<file path="src/rtl/dot_product_stream_if.sv">
// dot_product_stream_if
//   Operand and result streams of the dot-product engine.
//   slave  : the engine's view (takes operands and downstream ready, drives the result).
//   master : the producer/consumer view (drives operands and downstream ready).
//   row_in/col_in : LANES elements per beat, lane 0 is the lowest element index.
//   axiiv/axiir   : operand beat valid/ready.
//   axiod/axiov   : full-precision result and its valid.
//   axior         : downstream ready for the result.
interface dot_product_stream_if #(
  parameter int LANES      = 4,
  parameter int DATA_WIDTH = 8,
  parameter int ACC_WIDTH  = 19
);
  logic [LANES-1:0][DATA_WIDTH-1:0] row_in;
  logic [LANES-1:0][DATA_WIDTH-1:0] col_in;
  logic                             axiiv;
  logic                             axiir;
  logic [ACC_WIDTH-1:0]             axiod;
  logic                             axiov;
  logic                             axior;

  modport slave (
    input  row_in, col_in, axiiv, axior,
    output axiir, axiod, axiov
  );

  modport master (
    output row_in, col_in, axiiv, axior,
    input  axiir, axiod, axiov
  );
endinterface

</file>
<file path="src/rtl/dot_product_stream.sv">
// dot_product_stream
//   Two-stage pipelined dot product of a ROW_SIZE-element row and column,
//   LANES elements per beat. Stage 1 registers the lane products, stage 2
//   adds them into the accumulator and publishes the result on the last beat.
//   A pending, unconsumed result freezes the whole pipeline.
//
//   Ports:
//     clk : rising-edge clock
//     rst : synchronous active-high reset
//     s   : dot_product_stream_if.slave (operand stream in, result stream out)
//
//   Build option:
//     DOT_SIGNED_EN : when defined, elements are two's complement and all
//                     extensions are sign-extensions; otherwise unsigned.
module dot_product_stream #(
  parameter int ROW_SIZE   = 8,
  parameter int LANES      = 4,
  parameter int DATA_WIDTH = 8
) (
  input logic                clk,
  input logic                rst,
  dot_product_stream_if.slave s
);
  localparam int ACC_WIDTH = 2 * DATA_WIDTH + $clog2(ROW_SIZE);
  localparam int BEATS     = ROW_SIZE / LANES;
  localparam int PW        = 2 * DATA_WIDTH;
  localparam int CNT_W     = (BEATS > 1) ? $clog2(BEATS) : 1;
  localparam logic [CNT_W-1:0] LAST_BEAT = CNT_W'(BEATS - 1);

  logic [CNT_W-1:0]         beat_cnt_q, beat_cnt_d;
  logic                     p_valid_q, p_valid_d;
  logic                     p_first_q, p_first_d;
  logic                     p_last_q, p_last_d;
  logic [LANES-1:0][PW-1:0] prod_q, prod_d;
  logic [ACC_WIDTH-1:0]     acc_q, acc_d;
  logic [ACC_WIDTH-1:0]     axiod_q, axiod_d;
  logic                     axiov_q, axiov_d;

  logic                     stall;
  logic                     accept;
  logic [ACC_WIDTH-1:0]     lane_sum;
  logic [ACC_WIDTH-1:0]     acc_sum;

  // Element widened to product width before multiplying, so the truncated
  // PW-bit product is exact in either number format.
  function automatic logic [PW-1:0] ext_op(input logic [DATA_WIDTH-1:0] v);
`ifdef DOT_SIGNED_EN
    return PW'($signed(v));
`else
    return PW'(v);
`endif
  endfunction

  function automatic logic [ACC_WIDTH-1:0] ext_prod(input logic [PW-1:0] v);
`ifdef DOT_SIGNED_EN
    return ACC_WIDTH'($signed(v));
`else
    return ACC_WIDTH'(v);
`endif
  endfunction

  // Only an unconsumed result can stall; axiir never looks at axiiv.
  assign stall   = axiov_q && !s.axior;
  assign accept  = s.axiiv && !stall;
  assign s.axiir = !stall;
  assign s.axiod = axiod_q;
  assign s.axiov = axiov_q;

  always_comb begin
    beat_cnt_d = beat_cnt_q;
    p_valid_d  = p_valid_q;
    p_first_d  = p_first_q;
    p_last_d   = p_last_q;
    prod_d     = prod_q;
    acc_d      = acc_q;
    axiod_d    = axiod_q;
    axiov_d    = axiov_q;

    lane_sum = '0;
    for (int i = 0; i < LANES; i++) begin
      lane_sum = lane_sum + ext_prod(prod_q[i]);
    end
    acc_sum = (p_first_q ? '0 : acc_q) + lane_sum;

    if (!stall) begin
      p_valid_d = accept;
      if (accept) begin
        beat_cnt_d = (beat_cnt_q == LAST_BEAT) ? '0 : beat_cnt_q + CNT_W'(1);
        p_first_d  = (beat_cnt_q == '0);
        p_last_d   = (beat_cnt_q == LAST_BEAT);
        for (int i = 0; i < LANES; i++) begin
          prod_d[i] = ext_op(s.row_in[i]) * ext_op(s.col_in[i]);
        end
      end
      // Not stalled means any held result is being taken on this edge.
      axiov_d = 1'b0;
      if (p_valid_q) begin
        acc_d = acc_sum;
        if (p_last_q) begin
          axiod_d = acc_sum;
          axiov_d = 1'b1;
        end
      end
    end
  end

  always_ff @(posedge clk) begin
    if (rst) begin
      beat_cnt_q <= '0;
      p_valid_q  <= 1'b0;
      p_first_q  <= 1'b0;
      p_last_q   <= 1'b0;
      prod_q     <= '0;
      acc_q      <= '0;
      axiod_q    <= '0;
      axiov_q    <= 1'b0;
    end else begin
      beat_cnt_q <= beat_cnt_d;
      p_valid_q  <= p_valid_d;
      p_first_q  <= p_first_d;
      p_last_q   <= p_last_d;
      prod_q     <= prod_d;
      acc_q      <= acc_d;
      axiod_q    <= axiod_d;
      axiov_q    <= axiov_d;
    end
  end
endmodule

</file>
<file path="src/flat_wrapper.sv">
// flat-port wrapper written by rule: the top's interface ports become plain ports
module dot_product_stream_flat 
#(
  parameter int ROW_SIZE   = 8,
  parameter int LANES      = 4,
  parameter int DATA_WIDTH = 8
)
  (clk, rst, s_row_in, s_col_in, s_axiiv, s_axior, s_axiir, s_axiod, s_axiov);
  dot_product_stream_if #(.LANES(LANES), .DATA_WIDTH(DATA_WIDTH), .ACC_WIDTH((19))) s_i ();
  input logic clk;
  input logic rst;
  input wire logic [$bits(s_i.row_in)-1:0] s_row_in;
  input wire logic [$bits(s_i.col_in)-1:0] s_col_in;
  input wire logic [$bits(s_i.axiiv)-1:0] s_axiiv;
  input wire logic [$bits(s_i.axior)-1:0] s_axior;
  output wire logic [$bits(s_i.axiir)-1:0] s_axiir;
  output wire logic [$bits(s_i.axiod)-1:0] s_axiod;
  output wire logic [$bits(s_i.axiov)-1:0] s_axiov;
  assign s_i.row_in = s_row_in;
  assign s_i.col_in = s_col_in;
  assign s_i.axiiv = s_axiiv;
  assign s_i.axior = s_axior;
  assign s_axiir = s_i.axiir;
  assign s_axiod = s_i.axiod;
  assign s_axiov = s_i.axiov;
  dot_product_stream #(.ROW_SIZE(ROW_SIZE), .LANES(LANES), .DATA_WIDTH(DATA_WIDTH)) u_core (.clk(clk), .rst(rst), .s(s_i));
endmodule
</file>
<file path="config.mk">
export PLATFORM = sky130hd
export DESIGN_NAME = dot_product_stream_flat
export DESIGN_NICKNAME = d
export VERILOG_FILES = /design/src/rtl/dot_product_stream_if.sv /design/src/rtl/dot_product_stream.sv /design/src/flat_wrapper.sv
export SDC_FILE = /design/constraint.sdc
export NUM_CORES = 1
export LEC_CHECK = 0
export ABC_AREA = 1
export CAP_MARGIN = 20
export CORE_MARGIN = 2
export CORE_UTILIZATION = 55
export CTS_BUF_LIST = sky130_fd_sc_hd__clkbuf_4 sky130_fd_sc_hd__clkbuf_8 sky130_fd_sc_hd__clkbuf_16
export CTS_CLUSTER_SIZE = 24
export DETAILED_ROUTE_END_ITERATION = 12
export GPL_ROUTABILITY_DRIVEN = 0
export PLACE_DENSITY = 0.82
export SYNTH_ARGS = -nofsm -noshare
export SYNTH_HDL_FRONTEND = slang
export SYNTH_SLANG_ARGS = --single-unit
</file>
<file path="constraint.sdc">
create_clock -name clk -period 4.8 [get_ports clk]
set_clock_uncertainty 0.15 [all_clocks]
set_input_delay 0.96 -clock clk [delete_from_list [all_inputs] [get_ports clk]]
set_output_delay 0.96 -clock clk [all_outputs]
set_load 0.1 [all_outputs]
</file>
==> results of run 1 <==
-- metrics by stage --
| step | hold slack (ps) | setup slack (ps) |
|---|---|---|
| after floorplan | 297.6 | 127.7 |
| after global placement | 302.3 | -321.9 |
| after detailed placement | 310.6 | -408.4 |
| after CTS | 322.8 | 4.849 |
| after global routing | 335.9 | -18.48 |
| final | 322.3 | 182.7 |
-- kinds of logic (layout without fill, tap and decap cells) --
kind of cell / Yosys count / count (layout) / share of synthesized area [%]
adders and majority gates: 358 / 358 / 37.49
AOI/OAI and AO/OA: 223 / 223 / 7.891
xor gates and xnor gates: 51 / 51 / 2.932
and+or+nand+nor: 827 / 827 / 21.85
buffers and inverters: 636 / 802 / 16.14
DFF: 106 / 106 / 13.70
-- worst max-delay path: cells and delay by family --
family	cells	cell delay [ps]
buf+inv	6	790
compound gates	1	170
fa+ha+maj	5	2190
simple gates	8	610
-- flip-flops by register name (all words and copies together) (netlist names) --
name / flops
u_core.p_valid_q: 1
u_core.p_first_q: 1
u_core.prod_q: 64
u_core.s.axiod: 19
u_core.p_last_q: 1
u_core.s.axiov: 1
u_core.acc_q: 19
-- worst max-delay path by stage --
stage / to / startpoint / slack [ps] / cells past startpoint
global placement: u_core.prod_q[62] / s_col_in[26] / -320 / 19
finish: u_core.prod_q[29] / s_col_in[11] / 180 / 20
global route: u_core.prod_q[29] / s_col_in[11] / -20 / 20
floorplan: u_core.prod_q[10] / s_col_in[2] / 130 / 15
detailed placement: u_core.prod_q[14] / s_col_in[2] / -410 / 16
CTS: u_core.prod_q[43] / s_col_in[22] / 5 / 15
-- layout make-up --
| class | instances | area [sq um] | share of cell area, % |
|---|---|---|---|
| Tap cell | 378 | 473.0 | 2.597 |
| Timing Repair Buffer | 247 | 2172 | 11.93 |
| Clock inverter | 4 | 73.82 | 0.4053 |
| Inverter | 539 | 2038 | 11.19 |
| Sequential cell | 106 | 2122 | 11.65 |
| Clock buffer | 12 | 260.3 | 1.429 |
| Multi-Input combinational cell | 1459 | 11070 | 60.80 |
-- synth_stat cells, types with 3 or more instances --
| cell | n | area (sq um) |
|---|---|---|
| o21ai_0 | 83 | 415.4 |
| nand2_1 | 512 | 1922 |
| buf_6 | 5 | 56.30 |
| a31oi_1 | 12 | 75.07 |
| inv_1 | 533 | 2001 |
| inv_2 | 3 | 11.26 |
| nand2_4 | 3 | 33.78 |
| xnor2_1 | 9 | 78.83 |
| nor2_2 | 5 | 31.28 |
| inv_6 | 3 | 26.28 |
| fa_1 | 177 | 3543 |
| nand3_2 | 6 | 60.06 |
| nor2_1 | 191 | 716.9 |
| clkbuf_1 | 69 | 259.0 |
| xor2_1 | 41 | 359.1 |
| nand2_2 | 9 | 56.30 |
| dfxtp_1 | 106 | 2122 |
| o21ai_2 | 8 | 70.07 |
| nand4_1 | 4 | 25.02 |
| a21oi_2 | 3 | 26.28 |
| nand3b_1 | 10 | 75.07 |
| buf_2 | 17 | 85.08 |
| a21oi_1 | 94 | 470.5 |
| nand3_1 | 76 | 380.4 |
| ha_1 | 181 | 2265 |
| nor3_1 | 6 | 30.03 |
| o21bai_1 | 10 | 75.07 |
| o21ai_1 | 5 | 25.02 |
| a21o_1 | 5 | 37.54 |
-- power breakdown --
group / internal, mW / switching (mW)
registers: 1.05 / 0.121
logic: 2.95 / 4.24
clock network: 0.491 / 0.333
total: 4.49 / 4.70
-- routing by layer --
metal	vias up	share of wire (%)	wire length, um
met4	0	2.0	711
li1	6858	-	-
met3	54	5.3	1889
met2	409	48	17340
met1	6532	44	15860
met5	-	0	0
-- cell usage in the layout, fill, tap and decap left out, types with 10 or more instances in the layout --
master,count
a21oi_1,84
dlymetal6s2s_1,41
nand3_1,76
ha_4,13
nand3b_1,10
buf_4,159
inv_1,533
o21bai_1,10
a21oi_2,13
a31oi_1,12
o21ai_0,77
xor2_1,41
dfxtp_1,106
o21ai_1,11
ha_1,168
nor2_1,191
fa_1,176
nand2_1,511
clkdlybuf4s50_1,44
nand2_2,10
-- timing repair --
item / CTS / global route
hold buffers: 0 / 0
gates resized for setup: 6 / 68
buffers inserted: 0 / 3
endpoints found under the setup margin: 7 / 35
pin swaps: 0 / 11
hold endpoints to repair: 0 / 0
==> out/qor.csv, run 1 <==
metric;value;unit
outcome;completed;
synthesis.nets;2627;
grt_pass1_wl;60.82;mm
use_met1;33.47;%
routed_wl;35.81;mm
ys_seq_area_share;13.70;%
hold_class;register to register;
cp_slowest_stage_delay;530;ps
avgViaCountPerCell;5.047;
ir_drop;0.4578;mV
crit_top_cell;nand2_1;
cts-buffers-inserted;9;
relSlewSlack;34.87;%
grt-busiest-layer;met2;
drc_errors;0;
cp_slowest_cell;fa_1;
drt_iter0_drc;1026;
cp-end-kind;register;
cts_root_buffer;clkbuf_16;
finalCritPeriodShare;96.19;%
initial_core_util;55.76;%
die_w;171.8;um
syn_avg_cell_area;7.039;sq um
fill_cells;2292;
total_power;9.189;mW
io_pins;89;
synthDistinctLibCells;41;
antenna_left;0;
stdcell_area;18210;sq um
use_met2;43.71;%
netlist_instances;2201;
drive_gt1_share;10.44;%
io_buffer_count;88;
final_cells;2745;
clock_sinks;106;
r2r.worst_path.cells;24;
cp.arrival;4730;ps
path_class;input pin to register;
crit_required;4910;ps
die_area;29530;sq um
core_area;27780;sq um
insertion_delay;370;ps
min_to;u_core.s.axiod[13];
setup_viol;0;
slew_viol_final;0;
die_y;171.8;um
ys.flop_type;dfxtp_1;
grt_start_max_net_pins;77;
antenna_found_initial;0;
vias;13850;
r2r_end;u_core.acc_q[14];
placedCellCount;2726;
hold_viol;0;
postSynth.asyncResetShare;0;%
grt_pass1_vias;13590;
grt_usage;25.16;%
area_growth;17.57;%
clk_pin_slew;70;ps
dr.pass1.iters;6;
maxCapViolations;0;
tritoncts;yes;
ys_seq_elements;106;
tightestPinTransition;973.8;ps
dpl_cell_area;17550;sq um
hold_path_depth;2;
grt_util_met3;3.221;%
crit_path_start_kind;input pin;
ys_warn_count;0;
synth-edff-count;0;
min_from;u_core.s.axiod[13];
p_leak;11.04;nW
setup_tns;0;ps
post_drt_wl_per_cell;13.04;um
final_util;65.56;%
fmax;216.6;MHz
clk_path_buf_depth;2;
num_rows;61;
syn-cell-area;15490;sq um
r2r-start;u_core.prod_q[16];
crit_path_max_fanout;6;
powerDensity;504.5;nW/um^2
min_period;4617;ps
path_cells;clkdlybuf4s50_1 -> buf_6 -> nand2_1 -> inv_1 -> fa_2 -> fa_1 -> inv_1 -> fa_1 -> inv_1 -> fa_1 -> ha_4 -> nand2_1 -> o21ai_2 -> nand2_1 -> nand2_1 -> nand2_1 -> nand3_1 -> nand3_1 -> nand2_1 -> inv_1;
hpwl;29.70;mm
regToRegSetupSlack;480;ps
fin_nets;2788;
grt_remaining_overflow;0;
htreeDepth;3;
n_antenna_cell;0;
Note: power is estimated with default switching activity, not from simulation.
==> run 2: changes to the inputs <==
Settings changed: CORE_MARGIN 2 to default, PLACE_DENSITY 0.82 to 0.79.
Clock period 4.8 ns to 5.15 ns, I/O delays scaled along.
==> out/qor.csv, run 2 (synthesized netlist as in run 1, its figures left out) <==
metric;value;unit;change
cp_slowest_stage_delay;550;ps;+20 ps
path_cells;clkdlybuf4s50_1 -> buf_4 -> nand2_1 -> fa_1 -> fa_1 -> inv_1 -> fa_1 -> fa_1 -> ha_1 -> inv_1 -> o21bai_1 -> nor2_1 -> nand2_1 -> nand2_1 -> nand3b_1 -> nand3_1 -> nand2_1 -> inv_1;;
dr.pass1.iters;6;;unchanged
num_rows;61;;unchanged
initial_core_util;55.76;%;unchanged
hold_path_depth;2;;unchanged
die_area;28840;sq um;-2.3%
cp_slowest_cell;clkdlybuf4s50_1;;
regToRegSetupSlack;710;ps;+230 ps
clk_path_buf_depth;2;;unchanged
min_from;u_core.s.axiod[3];;
ctsHoldBuffers;0;;unchanged
drive_gt1_share;8.058;%;-2.4 points
path_class;input pin to register;;
insertion_delay;360;ps;about the same
layout_common_cells;533 x inv_1, 512 x nand2_1, 191 x nor2_1;;
antenna_left;0;;unchanged
drt_iter0_drc;907;;-12%
grt_remaining_overflow;0;;unchanged
final_cells;2711;;-1.2%
hpwl;28.90;mm;-2.7%
hold_viol;0;;unchanged
multi_input_area;10870;sq um;-1.9%
relSlewSlack;35.59;%;+0.72 points
io_pins;89;;unchanged
die_w;169.8;um;-1.2%
fill_cells;2470;;+7.8%
hold_class;register to register;;
cp_num_buf_inv;5;;-1
setup_viol;0;;unchanged
die_y;169.8;um;-1.2%
cp.arrival;5030;ps;+300 ps
io_buffer_count;88;;unchanged
fmax;203.3;MHz;
cts_root_buffer;clkbuf_16;;
setup_tns;0;ps;unchanged
htreeDepth;3;;unchanged
clk_pin_slew;70;ps;about the same
r2r.worst_path.cells;22;;-8.3%
rsz0062_at_grt;no;;
r2r-start;u_core.prod_q[16];;
grt_usage;24.78;%;-0.38 points
cts_setup_buffers;0;;unchanged
crit_path_max_fanout;5;;-1
regMostFlops;u_core.prod_q;;
r2r_end;u_core.s.axiod[17];;
maxCapViolations;0;;unchanged
slew_viol_final;0;;unchanged
core_area;27780;sq um;unchanged
finalCritPeriodShare;95.51;%;
n_antenna_cell;0;;unchanged
post_drt_wl_per_cell;12.57;um;-3.6%
cts-buffers-inserted;9;;unchanged
seqCellArea;2122;sq um;unchanged
path_delay_family;adder cells;;
cp-end-kind;register;;
tightestPinTransition;963.1;ps;-10.77 ps
routed_wl;34.08;mm;-4.8%
grt_start_max_net_pins;77;;unchanged
tritoncts;yes;;
drc_errors;0;;unchanged
p_leak;10.55;nW;-4.5%
vias;13580;;-2.0%
clock_sinks;106;;unchanged
min_period;4919;ps;
antenna_found_initial;0;;unchanged
placedCellCount;2695;;-1.1%
fin_nets;2754;;-1.2%
ir_drop;0.4220;mV;-7.8%
powerDensity;459.1;nW/um^2;-9.0%
largest_reg_flops;64;;unchanged
grt_pass1_wl;58.91;mm;-3.1%
min_to;u_core.s.axiod[3];;
layout_commonest_cell;inv_1;;
crit_path_start_kind;input pin;;
grt_pass1_vias;13260;;-2.4%
area_growth;13.83;%;
outcome;completed;;
crit_required;5260;ps;+350 ps
post_cts_resized;0;;-6
avgViaCountPerCell;5.008;;-0.76%
## run 2: cell count changes in the layout (fill, tap and decap cells not counted), moves of 10 or more
cell,before,now
a21oi_1,84,94
dlymetal6s2s_1,41,7
ha_1,168,181
a21oi_2,13,3
clkdlybuf4s50_1,44,79
ha_4,13,0
buf_4,159,126
## run 2: worst reg2reg max path, delay by kind of cell, from the launching register on
family	cells	cell delay, ps
XOR/XNOR	1	100
buffers and inverters	4	220
AND/OR/NAND/NOR	11	1300
flip-flops	1	370
adder cells (fa/ha/maj)	5	2000
AO/OA/AOI/OAI	1	210
## run 2: per-stage QoR
stage | power [mW] | setup WS, ps | util [%] | instance area (sq um) | hold slack, ps
2_1_floorplan | 5.632 | 407.7 | - | 15490 | 297.6
3_3_place_gp | 7.076 | -126.6 | 62.32 | 17310 | 302.9
3_5_place_dp | 7.249 | -192.8 | 62.32 | 17310 | 304.4
4_1_cts | 8.029 | 180.7 | 63.41 | 17620 | 315.4
5_1_grt | 8.979 | 3.769 | 63.48 | 17630 | 325.3
6_report | 8.097 | 231.4 | 63.48 | 17630 | 313.3
## run 2: how the worst max path moves through the flow
stage	cells past startpoint	startpoint	slack (ps)	to
floorplan	15	s_col_in[2]	410	u_core.prod_q[10]
global placement	21	s_col_in[27]	-130	u_core.prod_q[63]
detailed placement	19	s_col_in[26]	-190	u_core.prod_q[62]
CTS	19	s_col_in[26]	180	u_core.prod_q[62]
global route	20	s_col_in[4]	4	u_core.prod_q[13]
finish	18	s_row_in[29]	230	u_core.prod_q[63]
## run 2: area by class of cell
type / count / area share [%]
clock inverter: 5 / 0.3548
timing repair buffer: 213 / 10.37
tap: 378 / 2.682
inverter: 539 / 11.56
sequential: 106 / 12.03
clock buffer: 11 / 1.362
multi-input combinational: 1459 / 61.64
## run 2: per-layer routing
layer | vias up | GRT usage, % | routed length (um)
met3 | 40 | 2.279 | 1457
met4 | 0 | 5.915 | 622
li1 | 6789 | - | -
met2 | 349 | 42.91 | 16320
met1 | 6400 | 33.33 | 15680
met5 | - | 0 | 0
## run 2: power breakdown
group / leakage (nW) / switching, mW / internal, mW / total [mW]
sequential: 0.875 / 0.108 / 0.983 / 1.09
combinational: 9.53 / 3.85 / 2.44 / 6.29
clock: 0.143 / 0.321 / 0.391 / 0.712
total: 10.5 / 4.28 / 3.82 / 8.10
==> run 3: changes to the inputs <==
Settings changed: CORE_UTILIZATION 55 to 33, PLACE_DENSITY 0.79 to 0.54, TNS_END_PERCENT from default to 1.
==> out/qor.csv, run 3 (synthesized netlist as in run 1, its figures left out) <==
metric;value;unit;change
hold_viol;0;;unchanged
vias;13110;;-3.4%
ir_drop;0.3177;mV;-25%
outcome;completed;;
hpwl;30.90;mm;+6.9%
core_area;46460;sq um;+67%
crit_path_max_fanout;5;;unchanged
cp.arrival;5020;ps;about the same
rsz0062_at_grt;yes;;
drc_errors;0;;unchanged
crit_path_start;s_row_in[28];;
min_to;u_core.s.axiod[11];;
antenna_left;0;;unchanged
r2r.worst_path.cells;22;;unchanged
fill_cells;4921;;+99%
avgViaCountPerCell;4.438;;-11%
grt_pass1_vias;13110;;-1.1%
cts-buffers-inserted;9;;unchanged
path_class;input pin to register;;
min_from;u_core.s.axiod[11];;
clk_path_buf_depth;2;;unchanged
cts_root_buffer;clkbuf_16;;
crit_required;5260;ps;about the same
antenna_found_initial;0;;unchanged
min_period;4914;ps;-4.317 ps
initial_core_util;33.35;%;-22 points
io_buffer_count;88;;unchanged
regMostFlops;u_core.prod_q;;
multi_input_area;10890;sq um;+0.15%
slew_viol_final;0;;unchanged
die_y;218.7;um;+29%
post_drt_wl_per_cell;12.16;um;-3.2%
p_leak;10.64;nW;+0.87%
grt_start_max_net_pins;77;;unchanged
relSlewSlack;32.15;%;-3.4 points
routed_wl;35.93;mm;+5.4%
die_w;218.7;um;+29%
finalCritPeriodShare;95.42;%;about the same
io_pins;89;;unchanged
hold_path_depth;2;;unchanged
dr.pass1.iters;5;;-1
grt_util_met3;1.517;%;-0.76 points
crit_path_start_kind;input pin;;
layout_common_cells;533 x inv_1, 512 x nand2_1, 191 x nor2_1;;
maxCapViolations;0;;unchanged
grt_remaining_overflow;0;;unchanged
cp-end-kind;register;;
htreeDepth;3;;unchanged
regToRegSetupSlack;810;ps;+100 ps
drt_iter0_drc;648;;-29%
cts_setup_buffers;0;;unchanged
total_power;8.192;mW;+1.2%
grt-busiest-layer;met2;;
n_antenna_cell;0;;unchanged
r2r-start;u_core.prod_q[16];;
hold_class;register to register;;
area_growth;16.60;%;
clk_pin_slew;70;ps;about the same
setup_viol;0;;unchanged
tightestPinTransition;1015;ps;+51.53 ps
drive_gt1_share;8.692;%;+0.63 points
final_util;38.89;%;-25 points
use_met2;26.05;%;-17 points
die_area;47820;sq um;+66%
powerDensity;453.5;nW/um^2;-1.2%
r2r_end;u_core.s.axiod[17];;
fmax;203.5;MHz;about the same
grt_usage;15.77;%;-9.0 points
insertion_delay;360;ps;about the same
largest_reg_flops;64;;unchanged
fin_nets;2768;;+0.51%
layout_commonest_cell;inv_1;;
grt_pass1_wl;62.16;mm;+5.5%
clock_sinks;106;;unchanged
num_rows;79;;+30%
use_met1;22.39;%;-11 points
tritoncts;yes;;
seqCellArea;2122;sq um;unchanged
-- run 3: worst max-delay path: stages --
cell	delay, ps
clkdlybuf4s50_1	600
buf_4	170
nand2_1	60
fa_1	520
fa_1	500
inv_1	50
fa_1	460
fa_1	390
ha_1	380
inv_1	90
o21bai_1	200
nor2_1	70
nand2_1	110
nand2_1	80
nand3b_1	90
nand3_1	100
nand2_1	100
inv_1	40
-- run 3: layer usage --
layer	share of wire (%)	vias to the layer above	routed length [um]
met1	51	6114	18310
li1	-	6816	-
met3	2.5	22	916
met5	0	-	0
met4	1.1	0	402
met2	45	159	16300
-- run 3: through the flow --
| stage | hold WS [ps] | setup slack (ps) | TNS (ps) | area, sq um | std cells |
|---|---|---|---|---|---|
| 2_1_floorplan | 297.6 | 407.7 | 0 | 15490 | 2201 |
| 3_3_place_gp | 308.8 | -153.7 | -1872 | 17710 | 2938 |
| 3_5_place_dp | 307.5 | -156.7 | -3119 | 17710 | 2938 |
| 4_1_cts | 318.9 | 216.1 | 0 | 18030 | 2954 |
| 5_1_grt | 337.0 | -25.76 | -25.76 | 18060 | 2954 |
| 6_report | 318.8 | 235.7 | 0 | 18060 | 2954 |
-- run 3: how the worst max path moves through the flow --
stage,endpoint,cells past startpoint
floorplan,u_core.prod_q[10],15
global placement,u_core.prod_q[14],16
detailed placement,u_core.prod_q[63],18
CTS,u_core.prod_q[63],18
global route,u_core.prod_q[42],16
finish,u_core.prod_q[63],18
-- run 3: repair_timing --
| action | CTS | global route |
|---|---|---|
| hold buffers | 0 | 0 |
| endpoints found under the setup margin | 0 | 11 |
| resized for setup | 0 | 10 |
-- run 3: area by class of cell --
class                           instances  area share [%]
Inverter                              539           11.28
Multi-Input combinational cell       1459           60.26
Clock buffer                           12           1.475
Clock inverter                          4          0.3117
Sequential cell                       106           11.75
Tap cell                              607           4.204
Timing Repair Buffer                  227           10.72
-- run 3: report_power, final --
group	switching [mW]	internal [mW]
registers	0.108	0.983
clock network	0.321	0.422
logic	3.85	2.51
